### src/rtl/CG_rvarch_instr_field_pkg.sv
// Shared RV32I instruction-field package: opcode constants, field
// extractors, immediate builders and the decoded-instruction payload type.
package CG_rvarch_instr_field_pkg;

  // Major opcodes (instr[6:0]) of the RV32I base ISA.
  localparam logic [6:0] OPC_LOAD     = 7'h03;
  localparam logic [6:0] OPC_MISC_MEM = 7'h0F;
  localparam logic [6:0] OPC_OP_IMM   = 7'h13;
  localparam logic [6:0] OPC_AUIPC    = 7'h17;
  localparam logic [6:0] OPC_STORE    = 7'h23;
  localparam logic [6:0] OPC_OP       = 7'h33;
  localparam logic [6:0] OPC_LUI      = 7'h37;
  localparam logic [6:0] OPC_BRANCH   = 7'h63;
  localparam logic [6:0] OPC_JALR     = 7'h67;
  localparam logic [6:0] OPC_JAL      = 7'h6F;
  localparam logic [6:0] OPC_SYSTEM   = 7'h73;

  // Immediate encoding formats.
  typedef enum logic [2:0] {
    IMM_I,
    IMM_S,
    IMM_B,
    IMM_U,
    IMM_J,
    IMM_NONE
  } imm_fmt_e;

  // Decoded instruction without the PC; the PC width is chosen per stage.
  typedef struct packed {
    logic [6:0]  opcode;
    logic [2:0]  funct3;
    logic [6:0]  funct7;
    logic [4:0]  rd;
    logic [4:0]  rs1;
    logic [4:0]  rs2;
    logic [31:0] imm;
    logic        rd_wen;
    logic        illegal;
  } decoded_instr_t;

  // Raw field extractors.
  function automatic logic [6:0] get_opcode(input logic [31:0] instr);
    return instr[6:0];
  endfunction

  function automatic logic [4:0] get_rd(input logic [31:0] instr);
    return instr[11:7];
  endfunction

  function automatic logic [2:0] get_funct3(input logic [31:0] instr);
    return instr[14:12];
  endfunction

  function automatic logic [4:0] get_rs1(input logic [31:0] instr);
    return instr[19:15];
  endfunction

  function automatic logic [4:0] get_rs2(input logic [31:0] instr);
    return instr[24:20];
  endfunction

  function automatic logic [6:0] get_funct7(input logic [31:0] instr);
    return instr[31:25];
  endfunction

  // Immediate builders, one per format, all sign-extended from instr[31].
  function automatic logic [31:0] imm_i(input logic [31:0] instr);
    return {{20{instr[31]}}, instr[31:20]};
  endfunction

  function automatic logic [31:0] imm_s(input logic [31:0] instr);
    return {{20{instr[31]}}, instr[31:25], instr[11:7]};
  endfunction

  function automatic logic [31:0] imm_b(input logic [31:0] instr);
    return {{19{instr[31]}}, instr[31], instr[7], instr[30:25], instr[11:8], 1'b0};
  endfunction

  function automatic logic [31:0] imm_u(input logic [31:0] instr);
    return {instr[31:12], 12'h000};
  endfunction

  function automatic logic [31:0] imm_j(input logic [31:0] instr);
    return {{11{instr[31]}}, instr[31], instr[19:12], instr[20], instr[30:21], 1'b0};
  endfunction

  // Which immediate format an opcode carries.
  function automatic imm_fmt_e imm_fmt_of(input logic [6:0] opcode);
    case (opcode)
      OPC_LOAD, OPC_OP_IMM, OPC_JALR: return IMM_I;
      OPC_STORE:                      return IMM_S;
      OPC_BRANCH:                     return IMM_B;
      OPC_LUI, OPC_AUIPC:             return IMM_U;
      OPC_JAL:                        return IMM_J;
      default:                        return IMM_NONE;
    endcase
  endfunction

  // Opcodes supported by this RV32I implementation.
  function automatic logic is_legal_opcode(input logic [6:0] opcode);
    case (opcode)
      OPC_LOAD, OPC_MISC_MEM, OPC_OP_IMM, OPC_AUIPC, OPC_STORE, OPC_OP,
      OPC_LUI, OPC_BRANCH, OPC_JALR, OPC_JAL, OPC_SYSTEM: return 1'b1;
      default:                                            return 1'b0;
    endcase
  endfunction

  // Opcodes whose instructions write a destination register.
  function automatic logic writes_rd(input logic [6:0] opcode);
    case (opcode)
      OPC_LOAD, OPC_OP_IMM, OPC_AUIPC, OPC_OP, OPC_LUI, OPC_JAL, OPC_JALR: return 1'b1;
      default:                                                             return 1'b0;
    endcase
  endfunction

endpackage

### src/rtl/cg_rv32_decode_stage_if.sv
// Fetch-to-decode and decode-to-issue handshake bundle of the decode stage.
interface cg_rv32_decode_stage_if #(
  parameter int PC_WIDTH = 32
);
  logic                i_flush;
  logic                i_valid;
  logic                o_ready;
  logic [31:0]         i_instr;
  logic [PC_WIDTH-1:0] i_pc;
  logic                o_valid;
  logic                i_ready;
  logic [PC_WIDTH-1:0] o_pc;
  logic [6:0]          o_opcode;
  logic [2:0]          o_funct3;
  logic [6:0]          o_funct7;
  logic [4:0]          o_rd;
  logic [4:0]          o_rs1;
  logic [4:0]          o_rs2;
  logic [31:0]         o_imm;
  logic                o_rd_wen;
  logic                o_illegal;

  // Environment side: supplies instructions and downstream ready.
  modport master (
    output i_flush, i_valid, i_instr, i_pc, i_ready,
    input  o_ready, o_valid, o_pc, o_opcode, o_funct3, o_funct7,
           o_rd, o_rs1, o_rs2, o_imm, o_rd_wen, o_illegal
  );

  // Decode stage side.
  modport slave (
    input  i_flush, i_valid, i_instr, i_pc, i_ready,
    output o_ready, o_valid, o_pc, o_opcode, o_funct3, o_funct7,
           o_rd, o_rs1, o_rs2, o_imm, o_rd_wen, o_illegal
  );
endinterface

### src/rtl/cg_skid_buffer.sv
// Generic two-entry skid buffer: registered output plus one skid register,
// full throughput under backpressure, o_ready taken straight from a flop.
module cg_skid_buffer #(
  parameter int WIDTH = 32
) (
  input  logic             i_clk,
  input  logic             i_rst_n,
  input  logic             i_flush,
  input  logic             i_valid,
  output logic             o_ready,
  input  logic [WIDTH-1:0] i_data,
  output logic             o_valid,
  input  logic             i_ready,
  output logic [WIDTH-1:0] o_data
);

  // Encoding is {skid_valid, out_valid}.
  typedef enum logic [1:0] {
    ST_EMPTY = 2'b00,
    ST_ONE   = 2'b01,
    ST_FULL  = 2'b11
  } state_e;

  state_e           state;
  logic             out_valid_q;
  logic             ready_q;
  logic [WIDTH-1:0] out_data_q;
  logic [WIDTH-1:0] skid_data_q;

  // Occupancy FSM with registered valid/ready and the two data registers.
  // NOTE: state registers use non-blocking assignments so every flop samples
  // pre-edge values; blocking here would create order-dependent behaviour.
  always_ff @(posedge i_clk or negedge i_rst_n) begin
    if (!i_rst_n) begin
      // NOTE: the data registers are reset too, because the stage must
      // present all-zero data outputs after reset, not just clear valid.
      state       <= ST_EMPTY;
      out_valid_q <= 1'b0;
      ready_q     <= 1'b1;
      out_data_q  <= '0;
      skid_data_q <= '0;
    end else if (i_flush) begin
      // Flush wins over any handshake in the same cycle; data may stay stale.
      state       <= ST_EMPTY;
      out_valid_q <= 1'b0;
      ready_q     <= 1'b1;
    end else begin
      case (state)
        ST_EMPTY: begin
          if (i_valid) begin
            out_data_q  <= i_data;
            out_valid_q <= 1'b1;
            state       <= ST_ONE;
          end
        end
        ST_ONE: begin
          if (i_valid && i_ready) begin
            // Drain and refill in one edge: no bubble.
            out_data_q <= i_data;
          end else if (i_valid) begin
            skid_data_q <= i_data;
            ready_q     <= 1'b0;
            state       <= ST_FULL;
          end else if (i_ready) begin
            out_valid_q <= 1'b0;
            state       <= ST_EMPTY;
          end
        end
        ST_FULL: begin
          // o_ready is low here, so nothing new can be accepted.
          if (i_ready) begin
            out_data_q <= skid_data_q;
            ready_q    <= 1'b1;
            state      <= ST_ONE;
          end
        end
        default: begin
          out_valid_q <= 1'b0;
          ready_q     <= 1'b1;
          state       <= ST_EMPTY;
        end
      endcase
    end
  end

  assign o_valid = out_valid_q;
  assign o_ready = ready_q;
  assign o_data  = out_data_q;

endmodule

### src/rtl/cg_rv32_decode_stage.sv
// RV32I decode stage: combinational field/immediate decode feeding a
// skid-buffered registered output towards register-read/issue.
module cg_rv32_decode_stage
  import CG_rvarch_instr_field_pkg::*;
#(
  parameter int PC_WIDTH = 32
) (
  input logic                  i_clk,
  input logic                  i_rst_n,
  cg_rv32_decode_stage_if.slave bus
);

  localparam int DEC_W     = $bits(decoded_instr_t);
  localparam int PAYLOAD_W = PC_WIDTH + DEC_W;

  decoded_instr_t       dec;
  decoded_instr_t       out_dec;
  imm_fmt_e             fmt;
  logic [PAYLOAD_W-1:0] in_payload;
  logic [PAYLOAD_W-1:0] out_payload;

  // Thin decode front end: fields, format-selected immediate, wen, illegal.
  // NOTE: combinational logic uses blocking assignments and gives every
  // output a default first, so no path can leave a latch behind.
  always_comb begin
    dec         = '0;
    dec.opcode  = get_opcode(bus.i_instr);
    dec.funct3  = get_funct3(bus.i_instr);
    dec.funct7  = get_funct7(bus.i_instr);
    dec.rd      = get_rd(bus.i_instr);
    dec.rs1     = get_rs1(bus.i_instr);
    dec.rs2     = get_rs2(bus.i_instr);
    dec.illegal = (bus.i_instr[1:0] != 2'b11) || !is_legal_opcode(dec.opcode);
    fmt         = imm_fmt_of(dec.opcode);
    case (fmt)
      IMM_I:   dec.imm = imm_i(bus.i_instr);
      IMM_S:   dec.imm = imm_s(bus.i_instr);
      IMM_B:   dec.imm = imm_b(bus.i_instr);
      IMM_U:   dec.imm = imm_u(bus.i_instr);
      IMM_J:   dec.imm = imm_j(bus.i_instr);
      default: dec.imm = '0;
    endcase
    // Illegal encodings still expose raw fields but never an immediate or a write.
    if (dec.illegal) begin
      dec.imm = '0;
    end
    dec.rd_wen = writes_rd(dec.opcode) && (dec.rd != 5'd0) && !dec.illegal;
  end

  assign in_payload = {bus.i_pc, dec};

  cg_skid_buffer #(
    .WIDTH(PAYLOAD_W)
  ) u_skid (
    .i_clk  (i_clk),
    .i_rst_n(i_rst_n),
    .i_flush(bus.i_flush),
    .i_valid(bus.i_valid),
    .o_ready(bus.o_ready),
    .i_data (in_payload),
    .o_valid(bus.o_valid),
    .i_ready(bus.i_ready),
    .o_data (out_payload)
  );

  assign out_dec       = out_payload[DEC_W-1:0];
  assign bus.o_pc      = out_payload[PAYLOAD_W-1 -: PC_WIDTH];
  assign bus.o_opcode  = out_dec.opcode;
  assign bus.o_funct3  = out_dec.funct3;
  assign bus.o_funct7  = out_dec.funct7;
  assign bus.o_rd      = out_dec.rd;
  assign bus.o_rs1     = out_dec.rs1;
  assign bus.o_rs2     = out_dec.rs2;
  assign bus.o_imm     = out_dec.imm;
  assign bus.o_rd_wen  = out_dec.rd_wen;
  assign bus.o_illegal = out_dec.illegal;

endmodule

### src/flat_wrapper.sv
// flat-port wrapper written by rule: the top's interface ports become plain ports
module cg_rv32_decode_stage_flat import CG_rvarch_instr_field_pkg::*;
#(
  parameter int PC_WIDTH = 32
)
  (i_clk, i_rst_n, bus_i_flush, bus_i_valid, bus_i_instr, bus_i_pc, bus_i_ready, bus_o_ready, bus_o_valid, bus_o_pc, bus_o_opcode, bus_o_funct3, bus_o_funct7, bus_o_rd, bus_o_rs1, bus_o_rs2, bus_o_imm, bus_o_rd_wen, bus_o_illegal);
  cg_rv32_decode_stage_if #(.PC_WIDTH(PC_WIDTH)) bus_i ();
  input logic i_clk;
  input logic i_rst_n;
  input wire logic [$bits(bus_i.i_flush)-1:0] bus_i_flush;
  input wire logic [$bits(bus_i.i_valid)-1:0] bus_i_valid;
  input wire logic [$bits(bus_i.i_instr)-1:0] bus_i_instr;
  input wire logic [$bits(bus_i.i_pc)-1:0] bus_i_pc;
  input wire logic [$bits(bus_i.i_ready)-1:0] bus_i_ready;
  output wire logic [$bits(bus_i.o_ready)-1:0] bus_o_ready;
  output wire logic [$bits(bus_i.o_valid)-1:0] bus_o_valid;
  output wire logic [$bits(bus_i.o_pc)-1:0] bus_o_pc;
  output wire logic [$bits(bus_i.o_opcode)-1:0] bus_o_opcode;
  output wire logic [$bits(bus_i.o_funct3)-1:0] bus_o_funct3;
  output wire logic [$bits(bus_i.o_funct7)-1:0] bus_o_funct7;
  output wire logic [$bits(bus_i.o_rd)-1:0] bus_o_rd;
  output wire logic [$bits(bus_i.o_rs1)-1:0] bus_o_rs1;
  output wire logic [$bits(bus_i.o_rs2)-1:0] bus_o_rs2;
  output wire logic [$bits(bus_i.o_imm)-1:0] bus_o_imm;
  output wire logic [$bits(bus_i.o_rd_wen)-1:0] bus_o_rd_wen;
  output wire logic [$bits(bus_i.o_illegal)-1:0] bus_o_illegal;
  assign bus_i.i_flush = bus_i_flush;
  assign bus_i.i_valid = bus_i_valid;
  assign bus_i.i_instr = bus_i_instr;
  assign bus_i.i_pc = bus_i_pc;
  assign bus_i.i_ready = bus_i_ready;
  assign bus_o_ready = bus_i.o_ready;
  assign bus_o_valid = bus_i.o_valid;
  assign bus_o_pc = bus_i.o_pc;
  assign bus_o_opcode = bus_i.o_opcode;
  assign bus_o_funct3 = bus_i.o_funct3;
  assign bus_o_funct7 = bus_i.o_funct7;
  assign bus_o_rd = bus_i.o_rd;
  assign bus_o_rs1 = bus_i.o_rs1;
  assign bus_o_rs2 = bus_i.o_rs2;
  assign bus_o_imm = bus_i.o_imm;
  assign bus_o_rd_wen = bus_i.o_rd_wen;
  assign bus_o_illegal = bus_i.o_illegal;
  cg_rv32_decode_stage #(.PC_WIDTH(PC_WIDTH)) u_core (.i_clk(i_clk), .i_rst_n(i_rst_n), .bus(bus_i));
endmodule
### config.mk
export PLATFORM = sky130hd
export DESIGN_NAME = cg_rv32_decode_stage_flat
export DESIGN_NICKNAME = d
export VERILOG_FILES = /design/src/rtl/CG_rvarch_instr_field_pkg.sv /design/src/rtl/cg_rv32_decode_stage_if.sv /design/src/rtl/cg_skid_buffer.sv /design/src/rtl/cg_rv32_decode_stage.sv /design/src/flat_wrapper.sv
export SDC_FILE = /design/constraint.sdc
export NUM_CORES = 1
export LEC_CHECK = 0
export ABC_CLOCK_PERIOD_IN_PS = 2000
export BUFFER_PORTS_ARGS = -buffer_cell sky130_fd_sc_hd__buf_2
export CORE_AREA = 2 2 194 196
export DETAILED_ROUTE_END_ITERATION = 10
export DIE_AREA = 0 0 196 198
export GPL_TIMING_DRIVEN = 1
export MAX_ROUTING_LAYER = met4
export SLEW_MARGIN = 40
export SYNTH_ARGS = -nofsm -noshare
export SYNTH_HDL_FRONTEND = slang
export SYNTH_SLANG_ARGS = --single-unit
export TNS_END_PERCENT = 100
### constraint.sdc
create_clock -name i_clk -period 2 [get_ports i_clk]
set_input_delay 0.4 -clock i_clk [delete_from_list [all_inputs] [get_ports i_clk]]
set_output_delay 0.4 -clock i_clk [all_outputs]
set_load 0.02 [all_outputs]
Word level (Yosys, flattened, before mapping)
Index checks and enable logic that the tools add are counted.
Cells by class
  equal/unequal tests: 30
  reductions and logical operators: 19
  multiplexer cells: 27
  bitwise operators: 2
Operator list (number)
  $mux 98: 3
  $pmux 98 s3: 1
  $pmux 32 s5: 1
  $mux 32: 1
  $eq 7x7->1 const B: 4
  $eq 7x6->1 const B: 3
  $ne 3x3->1 const B: 6
  $pmux 3 s5: 1
  $eq 7x5->1 const B: 2
  $mux 2: 6
  $ne 2x2->1 const B: 6
  $reduce_and 4->1: 3
  $mux 1: 11
  $reduce_or 11->1: 1
  $reduce_and 5->1: 2
  $eq 7x2->1 const B: 1
  $eq 7x4->1 const B: 1
  $reduce_or 7->1: 1
  $eq 3x2->1 const B: 2
  $pmux 1 s3: 2
  $pmux 2 s3: 1
  $reduce_bool 5->1: 1
  $ne 4x4->1 const B: 1
  $eq 3x1->1 const B: 1
  other kinds (12): 16
Word-level totals
  register bits: 200
  logic and storage cells: 83
  bits of input ports: 69

Depth between registers and ports, before layout
  word-level depth: 9
  depth in mapped cells: 10

By module
Synthesis repeated with hierarchy kept, for this count alone.
Unflattened totals
  cells, all modules: 761
  area, all modules: 9043.7 µm²
Modules (own cells, without submodules)
  cg_skid_buffer: sequential area each 5006.1 µm², area each 8419.3 µm², cells each 671, times used 1
  cg_rv32_decode_stage: sequential area each 0.0 µm², area each 624.3 µm², cells each 90, times used 1

Worst setup path after synthesis
Ideal clock, no wire load.
  path type: register to register
  start point: register u_core.u_skid.state[1]
  end point: register u_core.u_skid.out_data_q[13] (netlist: u_core.u_skid.o_data[13])
  library setup time: 0.133 ns
  cell stages (with the launch flop): 11
  path slack: 0.002 ns
  required time: 1.867 ns
  period minus slack after synthesis: 1.998 ns
  arrival time: 1.865 ns
  path buffers: 3
  cell sequence: dfrtp_1 -> inv_1 -> ha_1 -> or2_4 -> a211oi_4 -> o21ai_2 -> buf_6 -> buf_6 -> buf_6 -> nand2_1 -> o211ai_1
Between the ends
  longest elaborated chain between the ends: 3
  elaborated cells between the ends (all ways): 9
  those cells by class: eq/ne (5); mux (1); reduce/logical (3)
Ends and longest elaborated chain
  start, declared: line cg_skid_buffer.sv:24  | state_e state;
  start signal, assigned: line cg_skid_buffer.sv:37  | state <= ST_EMPTY;
  start signal, assigned: line cg_skid_buffer.sv:44  | state <= ST_EMPTY;
  start signal, assigned: line cg_skid_buffer.sv:53  | state <= ST_ONE;
  $eq 2x1->1, or another cell as far along: line cg_skid_buffer.sv:48  | case (state)
  $ne 2x2->1 (no line) / $reduce_bool 3->1 (equally long branches)
  $reduce_and 5->1 (no line)
  end signal, assigned: line cg_skid_buffer.sv:51  | out_data_q <= i_data;
  end signal, assigned: line cg_skid_buffer.sv:59  | out_data_q <= i_data;
  end signal, assigned: line cg_skid_buffer.sv:72  | out_data_q <= skid_data_q;
  end, declared: line cg_skid_buffer.sv:27  | logic [WIDTH-1:0] out_data_q;
Parallel ways exist; a longest one is shown, timed or not.
A chain may end at the register's enable or synchronous reset.

Final worst setup path
  start point: register u_core.u_skid.state[1]
  end point: register u_core.u_skid.out_data_q[89] (netlist: u_core.u_skid.o_data[89])
The elaborated chain is that of the path after synthesis.

==> impl_metrics.env <==
export IMPL_r2r_start="u_core.u_skid.state[1]$_DFFE_PN0P_"
export IMPL_ir_drop_mv=0.612
export IMPL_crit_chain="inv_2 -> ha_2 -> or2_4 -> a211oi_4 -> o21ai_4 -> clkbuf_16 -> clkbuf_16 -> nand2_1 -> o21ai_1"
export IMPL_end_kind="register"
export IMPL_yosys_area_top_type="dfrtp_1"
export IMPL_critical_path_top_delay_family="compound AO/OA/AOI/OAI gates"
export IMPL_grt_pass1_vias=6963
export IMPL_fmax_ghz=0.492
export IMPL_grt_antenna_before_repair=1
export IMPL_maxSlewHeadroom_pct=53.1
export IMPL_vias=7063
export IMPL_crit_end="u_core.u_skid.o_data[89]$_DFFE_PN0P_"
export IMPL_drv_cap=0
export IMPL_cp_arrival_ns=2.38
export IMPL_wl_met2_mm=11.9
export IMPL_rows=71
export IMPL_netlist_top_cells_area="dfrtp_1, nand2_1, mux2i_1"
export IMPL_finalCritPeriodShare_pct=102
export IMPL_p_comb_share_pct=34.7
export IMPL_p_sw_share_pct=38.3
export IMPL_power_share_sequential_pct=41.2
export IMPL_timing_rr_end="u_core.u_skid.o_data[89]$_DFFE_PN0P_"
export IMPL_final_nets=1146
export IMPL_synth_most_common_cell="nand2_1"
export IMPL_cts_tree="built"
export IMPL_wl_per_cell_um=16.4
export IMPL_fillers=3852
export IMPL_clock_skew_final_ns=0.0134
export IMPL_totalWireLength_mm=25.6
export IMPL_overflow=0
export IMPL_drt_iter0_markers=378
export IMPL_ys_ff_latch=200
export IMPL_p_leak_uw=0.00561
export IMPL_max_stage_delay_ns=0.38
export IMPL_setup_violations_final=22
export IMPL_track_usage_pct=13.5
export IMPL_syn_inst=897
export IMPL_numCtsBuffers=17
export IMPL_io_buffers=168
export IMPL_num_io_pins=169
export IMPL_dp_hpwl_mm=17.1
export IMPL_routabilityCongestion=0.770
export IMPL_core_area_um2=37000
export IMPL_critPathMostFrequentCell="clkbuf_16"
export IMPL_worst_path_stages=9
export IMPL_critical_path_class="reg2reg"
export IMPL_multiInputGateArea_um2=3740
export IMPL_yosysUniqueCellTypes=53
export IMPL_power_switching_uw=6080
export IMPL_crit_slowest_cell="dfrtp_1"
export IMPL_pre_cts_ws_ns=-0.0899
export IMPL_synthArstFlopShare_pct=100
export IMPL_cp_required_ns=2.35
export IMPL_die_h_um=198
export IMPL_m1WireLength_mm=11.7
export IMPL_die_area_um2=38800
export IMPL_netlist_area_um2=9070
export IMPL_start_kind="register"
export IMPL_p_int_uw=9770
export IMPL_pwr_share_clk_pct=24.1
export IMPL_rsz0062_at_grt="true"
export IMPL_clk_pin_slew_ns=0.08
export IMPL_hp_class="in2reg"
export IMPL_drv_slew=0
export IMPL_yosysTopAreaCellShare_pct=54.9
export IMPL_crit_fanout=12
export IMPL_power_uw=15900
export IMPL_reg2reg_slack_ns=-0.03
export IMPL_ys_seq_area_share_pct=55.2
export IMPL_timing_hold_ws_ns=0.149
export IMPL_grt_pass1_wl_mm=39.4
export IMPL_crit_path_start="u_core.u_skid.state[1]$_DFFE_PN0P_"
export IMPL_via_per_inst=4.52
export IMPL_synth_common_cells="nand2_1, dfrtp_1, mux2i_1, o21ai_1, clkbuf_1"
export IMPL_grt_max_degree=66
export IMPL_report_final_hold_viol_count=0
export IMPL_cts_buffer_depth=2
export IMPL_final_util_pct=31.4
export IMPL_syn_to_final_growth_pct=28.0
export IMPL_htree_num_levels=4
export IMPL_crit_buf_inv=3
export IMPL_synth_ff_type="dfrtp_1"
export IMPL_syn_avg_cell_area_um2=10.1
export IMPL_highest_layer="met4"
export IMPL_synth_enable_flop_cells=0
export IMPL_drive_gt1_share_pct=27.5
export IMPL_p_per_area_nw_per_um2=1370
export IMPL_drtPass1Iterations=6
export IMPL_postRouteAntennaNets=0
export IMPL_initial_core_util_pct=24.5
export IMPL_drcViolationCount=0
export IMPL_cts_root_buf="clkbuf_16"
export IMPL_die_w_um=196
export IMPL_setup_slack_ns=-0.0314
export IMPL_yosysWarnings=0
export IMPL_period_minus_slack_ns=2.03
export IMPL_tightestPinTransition_ns=0.704
export IMPL_cts_sinks=200
export IMPL_met3_length_mm=1.71
export IMPL_synth_fp_nets=970
export IMPL_regArea_um2=5010
export IMPL_min_from="bus_i_pc[27]"
export IMPL_status="finished, violations left"
export IMPL_violations="setup timing"
export IMPL_insertion_delay_ns=0.46
export IMPL_worstRegToRegCells=9
[how the worst min path moves through the flow]
stage,to,slack (ns),cells after the start
after CTS,u_core.u_skid.skid_data_q[87]$_DFFE_PN0P_,0.12,3
after detailed placement,u_core.u_skid.skid_data_q[2]$_DFFE_PN0P_,0.33,1
after global placement,u_core.u_skid.skid_data_q[2]$_DFFE_PN0P_,0.33,1
final,u_core.u_skid.skid_data_q[93]$_DFFE_PN0P_,0.15,3
after floorplan,u_core.u_skid.o_data[0]$_DFFE_PN0P_,0.10,0
after global routing,u_core.u_skid.skid_data_q[67]$_DFFE_PN0P_,0.13,3
[cell usage in the layout (no fill, tap or decap), drive strengths merged, types with 2 or more instances in the layout]
| cell type | netlist | layout |
|---|---|---|
| buf | 27 | 211 |
| o211ai | 6 | 6 |
| nor3 | 5 | 5 |
| dfrtp | 199 | 199 |
| bufinv | 0 | 2 |
| clkinv | 0 | 5 |
| a21o | 24 | 24 |
| ha | 4 | 4 |
| nor2 | 18 | 18 |
| nand2 | 295 | 295 |
| nand4b | 2 | 2 |
| o32ai | 2 | 2 |
| and3 | 2 | 2 |
| a21oi | 10 | 10 |
| a22oi | 24 | 24 |
| inv | 27 | 34 |
| nand3 | 10 | 10 |
| or2 | 2 | 2 |
| clkbuf | 33 | 22 |
| a22o | 6 | 6 |
| a311oi | 2 | 2 |
| nor2b | 5 | 5 |
| o21ai | 79 | 79 |
| mux2i | 64 | 64 |
| nor4b | 3 | 3 |
| a221oi | 29 | 29 |
| nand2b | 4 | 4 |
[stage by stage]
stage / instance area (um^2) / TNS [ns] / cells
6_report: 11600 / -0.269 / 1561
5_1_grt: 11600 / -5.23 / 1561
2_1_floorplan: 9070 / 0 / 897
3_5_place_dp: 10700 / -2.51 / 1517
3_3_place_gp: 10700 / -0.620 / 1517
4_1_cts: 11400 / 0 / 1551
[what timing repair did]
item,in CTS,in global routing
gates cloned,0,8
endpoints found under the setup margin,72,76
setup buffers,1,1
hold buffers,1,0
endpoints found under the hold margin,41,0
resized for setup,2,22
pin swaps,1,3
[area by class of cell]
cell class	count	share of cell area (%)
sequential	200	43.1
clock inverter	15	1.94
multi-input combinational	610	32.2
timing repair buffer	217	13.1
clock buffer	17	3.66
tap	474	5.11
inverter	27	0.873
antenna	1	0.0215
[routing by layer]
layer / vias to the layer above / global-route usage, %
li1: 3409 / -
met1: 3471 / 17.3
met2: 162 / 20.7
met3: 21 / 4.34
met4: 0 / 3.51
met5: - / -
[state kept, by name, summed over array words and instances, names as in the netlist]
register,count
u_core.u_skid.skid_data_q,98
u_core.u_skid.o_data,98
u_core.u_skid.o_ready,1
u_core.u_skid.o_valid,1
u_core.u_skid.state,2
[worst register-to-register path, cell delays in order (launching register included)]
cell       delay, ns
dfrtp_1         0.38
inv_2           0.07
ha_2            0.18
or2_4           0.25
a211oi_4        0.32
o21ai_4         0.19
clkbuf_16       0.23
clkbuf_16       0.20
nand2_1         0.06
o21ai_1         0.05
[kinds of logic (layout without fill, tap and decap cells)]
| logic type | after synthesis | after routing | synth area share, % |
|---|---|---|---|
| simple gates | 350 | 350 | 16.0 |
| flops | 200 | 200 | 55.2 |
| compound gates | 192 | 192 | 16.4 |
| buf+inv | 87 | 276 | 4.79 |
| mux | 64 | 64 | 7.06 |
| fa+ha+maj | 4 | 4 | 0.552 |
| other cells | 0 | 1 | 0 |
[power groups by stage]
stage	Combinational (uW)	Sequential (uW)	Clock, uW
floorplan	2450	7440	0
global placement	5140	6560	0
detailed placement	5250	6600	0
CTS	5270	6540	3950
global route	6110	6740	4110
finish	5500	6540	3810
Note: power is estimated with default switching activity, not from simulation.
